`src/rtl/pulse_pattern_gen.sv`:
```
// rtl/pulse_pattern_gen.sv - three-pulse signature envelope generator with repeat count
//
// Emits a gated envelope tx_en made of three pulses of programmable width.
// Each pulse is followed by a fixed low gap. The whole signature repeats
// repeat_num times, and a value of 0 is treated as 1.
//
// Ports:
//   clk        in   system clock, rising edge
//   rst        in   synchronous reset, active-high
//   start      in   sequence request, only honoured in IDLE
//   abort      in   synchronous abort, honoured in any non-IDLE state
//   repeat_num in   sequences to send, latched when start is accepted
//   tx_en      out  registered pulse envelope
//   busy       out  high while a sequence is in progress
//   pulse_idx  out  0 = idle, 1/2/3 = pulse (or its trailing gap) in progress
//   rep_left   out  sequences remaining, including the current one
//   done       out  one-cycle strobe on normal completion
//   aborted    out  one-cycle strobe when abort cuts a sequence short
module pulse_pattern_gen #(
  parameter int PULSE_ONE_W   = 500,
  parameter int PULSE_TWO_W   = 750,
  parameter int PULSE_THREE_W = 1000,
  parameter int GAP_W         = 2000,
  parameter int CNT_W         = 16,
  parameter int REP_W         = 8
) (
  input  logic             clk,
  input  logic             rst,
  input  logic             start,
  input  logic             abort,
  input  logic [REP_W-1:0] repeat_num,
  output logic             tx_en,
  output logic             busy,
  output logic [1:0]       pulse_idx,
  output logic [REP_W-1:0] rep_left,
  output logic             done,
  output logic             aborted
);

  typedef enum logic [1:0] {
    ST_IDLE  = 2'd0,
    ST_PULSE = 2'd1,
    ST_GAP   = 2'd2
  } state_t;

  // Terminal counts: the counter runs 0..W-1, so a phase lasts exactly W cycles.
  localparam logic [CNT_W-1:0] P1_LAST  = CNT_W'(PULSE_ONE_W - 1);
  localparam logic [CNT_W-1:0] P2_LAST  = CNT_W'(PULSE_TWO_W - 1);
  localparam logic [CNT_W-1:0] P3_LAST  = CNT_W'(PULSE_THREE_W - 1);
  localparam logic [CNT_W-1:0] GAP_LAST = CNT_W'(GAP_W - 1);

  state_t             state, state_nx;
  logic [CNT_W-1:0]   cnt, cnt_nx;
  logic               tx_nx, busy_nx, done_nx, aborted_nx;
  logic [1:0]         idx_nx;
  logic [REP_W-1:0]   rep_nx;
  logic [CNT_W-1:0]   pulse_last;

  // Width of the pulse currently being emitted.
  always_comb begin
    pulse_last = P3_LAST;
    case (pulse_idx)
      2'd1:    pulse_last = P1_LAST;
      2'd2:    pulse_last = P2_LAST;
      default: pulse_last = P3_LAST;
    endcase
  end

  always_comb begin
    state_nx   = state;
    cnt_nx     = cnt;
    tx_nx      = tx_en;
    busy_nx    = busy;
    idx_nx     = pulse_idx;
    rep_nx     = rep_left;
    done_nx    = 1'b0;
    aborted_nx = 1'b0;

    if (abort && (state != ST_IDLE)) begin
      // Abort wins over any FSM progress, including a same-cycle completion.
      state_nx   = ST_IDLE;
      cnt_nx     = '0;
      tx_nx      = 1'b0;
      busy_nx    = 1'b0;
      idx_nx     = 2'd0;
      rep_nx     = '0;
      aborted_nx = 1'b1;
    end else begin
      case (state)
        ST_IDLE: begin
          // An abort in IDLE has no effect of its own, but it still suppresses a same-cycle start.
          if (start && !abort) begin
            state_nx = ST_PULSE;
            cnt_nx   = '0;
            tx_nx    = 1'b1;
            busy_nx  = 1'b1;
            idx_nx   = 2'd1;
            rep_nx   = (repeat_num == '0) ? REP_W'(1) : repeat_num;
          end
        end

        ST_PULSE: begin
          if (cnt == pulse_last) begin
            state_nx = ST_GAP;
            cnt_nx   = '0;
            tx_nx    = 1'b0;
          end else begin
            cnt_nx = cnt + CNT_W'(1);
          end
        end

        ST_GAP: begin
          if (cnt == GAP_LAST) begin
            cnt_nx = '0;
            if (pulse_idx != 2'd3) begin
              state_nx = ST_PULSE;
              tx_nx    = 1'b1;
              idx_nx   = pulse_idx + 2'd1;
            end else if (rep_left > REP_W'(1)) begin
              state_nx = ST_PULSE;
              tx_nx    = 1'b1;
              idx_nx   = 2'd1;
              rep_nx   = rep_left - REP_W'(1);
            end else begin
              // The trailing gap is emitted before completion, so the line is idle.
              state_nx = ST_IDLE;
              busy_nx  = 1'b0;
              idx_nx   = 2'd0;
              rep_nx   = '0;
              done_nx  = 1'b1;
            end
          end else begin
            cnt_nx = cnt + CNT_W'(1);
          end
        end

        default: begin
          state_nx = ST_IDLE;
          cnt_nx   = '0;
          tx_nx    = 1'b0;
          busy_nx  = 1'b0;
          idx_nx   = 2'd0;
          rep_nx   = '0;
        end
      endcase
    end
  end

  always_ff @(posedge clk) begin
    if (rst) begin
      state     <= ST_IDLE;
      cnt       <= '0;
      tx_en     <= 1'b0;
      busy      <= 1'b0;
      pulse_idx <= 2'd0;
      rep_left  <= '0;
      done      <= 1'b0;
      aborted   <= 1'b0;
    end else begin
      state     <= state_nx;
      cnt       <= cnt_nx;
      tx_en     <= tx_nx;
      busy      <= busy_nx;
      pulse_idx <= idx_nx;
      rep_left  <= rep_nx;
      done      <= done_nx;
      aborted   <= aborted_nx;
    end
  end

endmodule

```
`config.mk`:
```
export PLATFORM = sky130hd
export DESIGN_NAME = pulse_pattern_gen
export DESIGN_NICKNAME = d
export VERILOG_FILES = /design/src/rtl/pulse_pattern_gen.sv
export SDC_FILE = /design/constraint.sdc
export NUM_CORES = 1
export LEC_CHECK = 0
export ABC_AREA = 1
export CORE_ASPECT_RATIO = 0.8
export CORE_UTILIZATION = 40
export CTS_CLUSTER_DIAMETER = 80
export DETAILED_ROUTE_END_ITERATION = 7
export MAX_ROUTING_LAYER = met4
export SLEW_MARGIN = 20
export SYNTH_ARGS = -nofsm -noshare
export SYNTH_HDL_FRONTEND = slang
export SYNTH_SLANG_ARGS = --single-unit
```
`constraint.sdc`:
```
create_clock -name clk -period 2.7 [get_ports clk]
set_clock_uncertainty 0.05 [all_clocks]
set_input_delay 0.54 -clock clk [delete_from_list [all_inputs] [get_ports clk]]
set_output_delay 0.54 -clock clk [all_outputs]
set_load 0.005 [all_outputs]
```
==> out/metrics.cfg, run 1 <==
[clocking]
cts_buffers = 5
clock_sinks = 32
cts_tree = built
cts.clk_slew.worst_paths_ns = 0.07
post_cts.repair.setup_buffers = 0
clock_tree.htree_level_count = 2
postCtsHoldBufs = 0
cts_repair_resize_count = 0
clock-root-buffer = sky130_fd_sc_hd__clkbuf_8
clock_insertion_delay_worst_skew_ns = 0.29
clock_tree_buf_depth = 2

[sta]
fmax_mhz = 424
grt_setup_unrepaired = no
timing_worst_slew_pin_value_ns = 0.781
finalSetupViolations = 0
timing.hold.ws_ns = 0.459
hold_violations = 0
max-slew-margin-rel = 0.476
drv_slew = 0
period_share = 0.874
setup-tns-final_ns = 0
final.min_clock_period_ns = 2.36
final_worst_slack_ns = 0.341

[route]
num_vias = 1973
drc_errors = 0
drtAntennaViolNets = 0
avgRoutedWirePerCell_um = 12.1
via_per_inst = 4.87
route.final.wire_length_mm = 4.90
dr.first_iter.drc_count = 154
firstDrtPassIters = 4

[global_routing]
grt_antenna_before_repair = 0
number_of_global_route_vias_before_repair = 1769
global_route.usage.total = 0.194
first_pass_grt_wire_length_mm = 8.32
pin_count_of_the_biggest_net_entering_global_routing = 17
leftover_overflow_at_the_end_of_global_routing = 0

[logic_synthesis]
synth_flop_cell = sky130_fd_sc_hd__dfxtp_1
synth-edff-count = 0
netlist_instances = 316
synth.cell_area_mm2 = 0.00209
ys_async_sr_fraction = 0
synth_nets = 338
ys_ff_latch = 32
commonest_cells_in_the_netlist = sky130_fd_sc_hd__nand2_1, sky130_fd_sc_hd__nor2_1, sky130_fd_sc_hd__inv_1, sky130_fd_sc_hd__dfxtp_1, sky130_fd_sc_hd__o21ai_0
synth-seq-area-share = 0.307
synthesis.area_per_instance_um2 = 6.61
synthDominantAreaCellType = sky130_fd_sc_hd__dfxtp_1
synth_top_area_frac = 0.307
count_of_unique_library_cells_instantiated_by_yosys = 33
post_synth_main_area_contributors = sky130_fd_sc_hd__dfxtp_1, sky130_fd_sc_hd__nand2_1, sky130_fd_sc_hd__nor2_1
yosys.cell_count.top_type = sky130_fd_sc_hd__nand2_1
synth-warning-count = 0

[floorplanning]
placeableCoreArea_mm2 = 0.00501
die_h_um = 66.6
die_area_mm2 = 0.00552
std_cell_rows = 23
initial_utilization = 0.417
design.portCount = 26
floorplan.die.width_um = 82.8

[worst_setup_path]
path_common_cell = sky130_fd_sc_hd__inv_1
worst_r2r_path_depth = 9
path_max_fanout = 16
critPathRequiredTime_ns = 2.83
end_kind = register
critical_path_buf_inv_count = 4
r2r_slack_ns = 0.34
crit_chain = inv_1, ha_1, inv_1, a21oi_1, inv_1, nand3_2, inv_1, o21ai_0, nor2_1
worst_ep_arrival_time_ns = 2.49
critical_path.slowest_cell = sky130_fd_sc_hd__ha_1
worst_r2r_startpoint = state[1]
r2r_end = rep_left[0]
critPathKind = register to register
critical_path.startpoint_type = register
crit_family = buffers and inverters
critical-path-max-stage-delay_ns = 0.46

[layout]
layout.core_utilization = 0.497
antenna_cells = 0
num-nets-final = 364
syn_to_final_growth_pct = 19.0
drive_above_1_share = 0.0933

[power_and_ir_drop]
leakage_nw = 1.00
clock_power_share = 0.188
share_comb_of_total_power = 0.535
vdd_ir_drop_max_mv = 0.472
switching_share = 0.448
power.density_mw_per_mm2 = 982
power.share.sequential = 0.277
power_report.internal_total_w = 0.00135
total_switching_power_w = 0.00109

[place]
dp_hpwl_mm = 3.87
pre_cts_ws_ns = 0.287
gp_congestion = 0.885
io_buffers = 25

[hold_path]
holdCritPathClass = register to register
worstHoldEndpoint = busy
source_of_the_worst_hold_timing_path = busy
min_delay_path_depth = 2

[run]
cap_violations = 0

[run_status]
run_status = finished clean

## through the flow
stage                     cell area [µm²]  instances  total power, W
final                                2490        405         0.00244
after global routing                 2490        405         0.00266
after CTS                            2490        405         0.00245
after detailed placement             2370        397         0.00198
after global placement               2370        397         0.00197
after floorplan                      2090        316         0.00160
## metal layers
metal	vias up	GRT usage	routed length, µm	part of all wire
li1	1064	-	-	-
met4	0	0.0388	23	0.0047
met1	872	0.294	2810	0.57
met5	-	-	0	0
met3	3	0.0409	207	0.042
met2	34	0.259	1860	0.38
## worst min-delay path, delay by kind of cell (launching register included)
| family | cells | cell delay (ns) |
|---|---|---|
| AOI/OAI and AO/OA | 1 | 0.06 |
| DFF | 1 | 0.34 |
| and+or+nand+nor | 1 | 0.08 |
## layout make-up
| type | count | area [µm²] |
|---|---|---|
| clock inverter | 3 | 42.5 |
| fill | 549 | 2520 |
| inverter | 40 | 150 |
| clock buffer | 5 | 68.8 |
| sequential | 32 | 641 |
| tap | 62 | 77.6 |
| timing repair buffer | 27 | 265 |
| multi-input combinational | 236 | 1240 |
## worst max-delay path by stage
stage / startpoint / end / slack [ns] / depth (start not counted)
2_1_floorplan: pulse_idx[0] / cnt[11] / 1.02 / 13
3_3_place_gp: abort / rep_left[0] / 0.36 / 8
3_5_place_dp: abort / rep_left[3] / 0.29 / 8
4_1_cts: state[1] / rep_left[3] / 0.34 / 9
5_1_grt: state[1] / rep_left[0] / 0.05 / 9
6_report: state[1] / rep_left[0] / 0.34 / 9
## cells in the final DEF, fill, tap and decap left out
cell type | Yosys | layout
sky130_fd_sc_hd__o21ai_0 | 22 | 22
sky130_fd_sc_hd__a21oi_2 | 1 | 1
sky130_fd_sc_hd__or3_1 | 1 | 1
sky130_fd_sc_hd__nand3_1 | 17 | 17
sky130_fd_sc_hd__clkinvlp_4 | 0 | 1
sky130_fd_sc_hd__inv_1 | 38 | 38
sky130_fd_sc_hd__nand2_2 | 4 | 4
sky130_fd_sc_hd__ha_1 | 10 | 10
sky130_fd_sc_hd__clkdlybuf4s50_1 | 0 | 25
sky130_fd_sc_hd__nor2_2 | 7 | 7
sky130_fd_sc_hd__xnor2_1 | 4 | 4
sky130_fd_sc_hd__bufinv_16 | 0 | 1
sky130_fd_sc_hd__buf_4 | 0 | 2
sky130_fd_sc_hd__o21ai_1 | 2 | 2
sky130_fd_sc_hd__a211oi_2 | 1 | 1
sky130_fd_sc_hd__o21bai_1 | 1 | 1
sky130_fd_sc_hd__nand2_4 | 2 | 2
sky130_fd_sc_hd__nand2_1 | 59 | 59
sky130_fd_sc_hd__nor4_1 | 1 | 1
sky130_fd_sc_hd__dfxtp_1 | 32 | 32
sky130_fd_sc_hd__clkinv_2 | 0 | 1
sky130_fd_sc_hd__nor3_1 | 7 | 7
sky130_fd_sc_hd__or2_2 | 1 | 1
sky130_fd_sc_hd__a21oi_1 | 15 | 15
sky130_fd_sc_hd__nand4_1 | 6 | 6
sky130_fd_sc_hd__xor2_1 | 8 | 8
sky130_fd_sc_hd__nand3_2 | 2 | 2
sky130_fd_sc_hd__o31ai_1 | 2 | 2
sky130_fd_sc_hd__inv_2 | 2 | 2
sky130_fd_sc_hd__o21a_1 | 1 | 1
sky130_fd_sc_hd__o22ai_1 | 3 | 3
sky130_fd_sc_hd__a31oi_1 | 1 | 1
sky130_fd_sc_hd__clkbuf_8 | 0 | 5
sky130_fd_sc_hd__nor2_1 | 56 | 56
sky130_fd_sc_hd__nor3_2 | 2 | 2
## state kept, by name (all words and copies together) (netlist names)
name / flops
aborted: 1
pulse_idx: 2
busy: 1
tx_en: 1
state: 2
rep_left: 8
done: 1
cnt: 16
## power by group through the flow
| stage | combinational (W) | sequential (W) | clock [W] |
|---|---|---|---|
| 5_1_grt | 0.00147 | 0.000694 | 0.000497 |
| 4_1_cts | 0.00130 | 0.000676 | 0.000473 |
| 2_1_floorplan | 0.000932 | 0.000670 | 0 |
| 3_3_place_gp | 0.00129 | 0.000686 | 0 |
| 6_report | 0.00131 | 0.000677 | 0.000458 |
| 3_5_place_dp | 0.00130 | 0.000686 | 0 |
## cell families (layout without fill, tap and decap cells)
kind of cell | after synthesis | in the layout | synth area share
adder cells (fa/ha/maj) | 10 | 10 | 0.0599
XOR/XNOR | 12 | 12 | 0.0503
AO/OA/AOI/OAI | 49 | 49 | 0.130
AND/OR/NAND/NOR | 165 | 165 | 0.354
flip-flops | 32 | 32 | 0.307
buffers and inverters | 48 | 75 | 0.0994
(Power assumes the default switching activity.)
==> run 2, diff against run 1 <==
--- a/config.mk
+++ b/config.mk
@@ -9,7 +9,10 @@
 export CORE_ASPECT_RATIO = 0.8
 export CORE_UTILIZATION = 40
 export CTS_CLUSTER_DIAMETER = 80
+export CTS_CLUSTER_SIZE = 30
 export DETAILED_ROUTE_END_ITERATION = 7
+export GPL_ROUTABILITY_DRIVEN = 0
+export HOLD_SLACK_MARGIN = 0.02
 export MAX_ROUTING_LAYER = met4
 export SLEW_MARGIN = 20
 export SYNTH_ARGS = -nofsm -noshare
==> results of run 2 <==
Same layout as run 1: the final DEF is identical, and so are final timing and power.
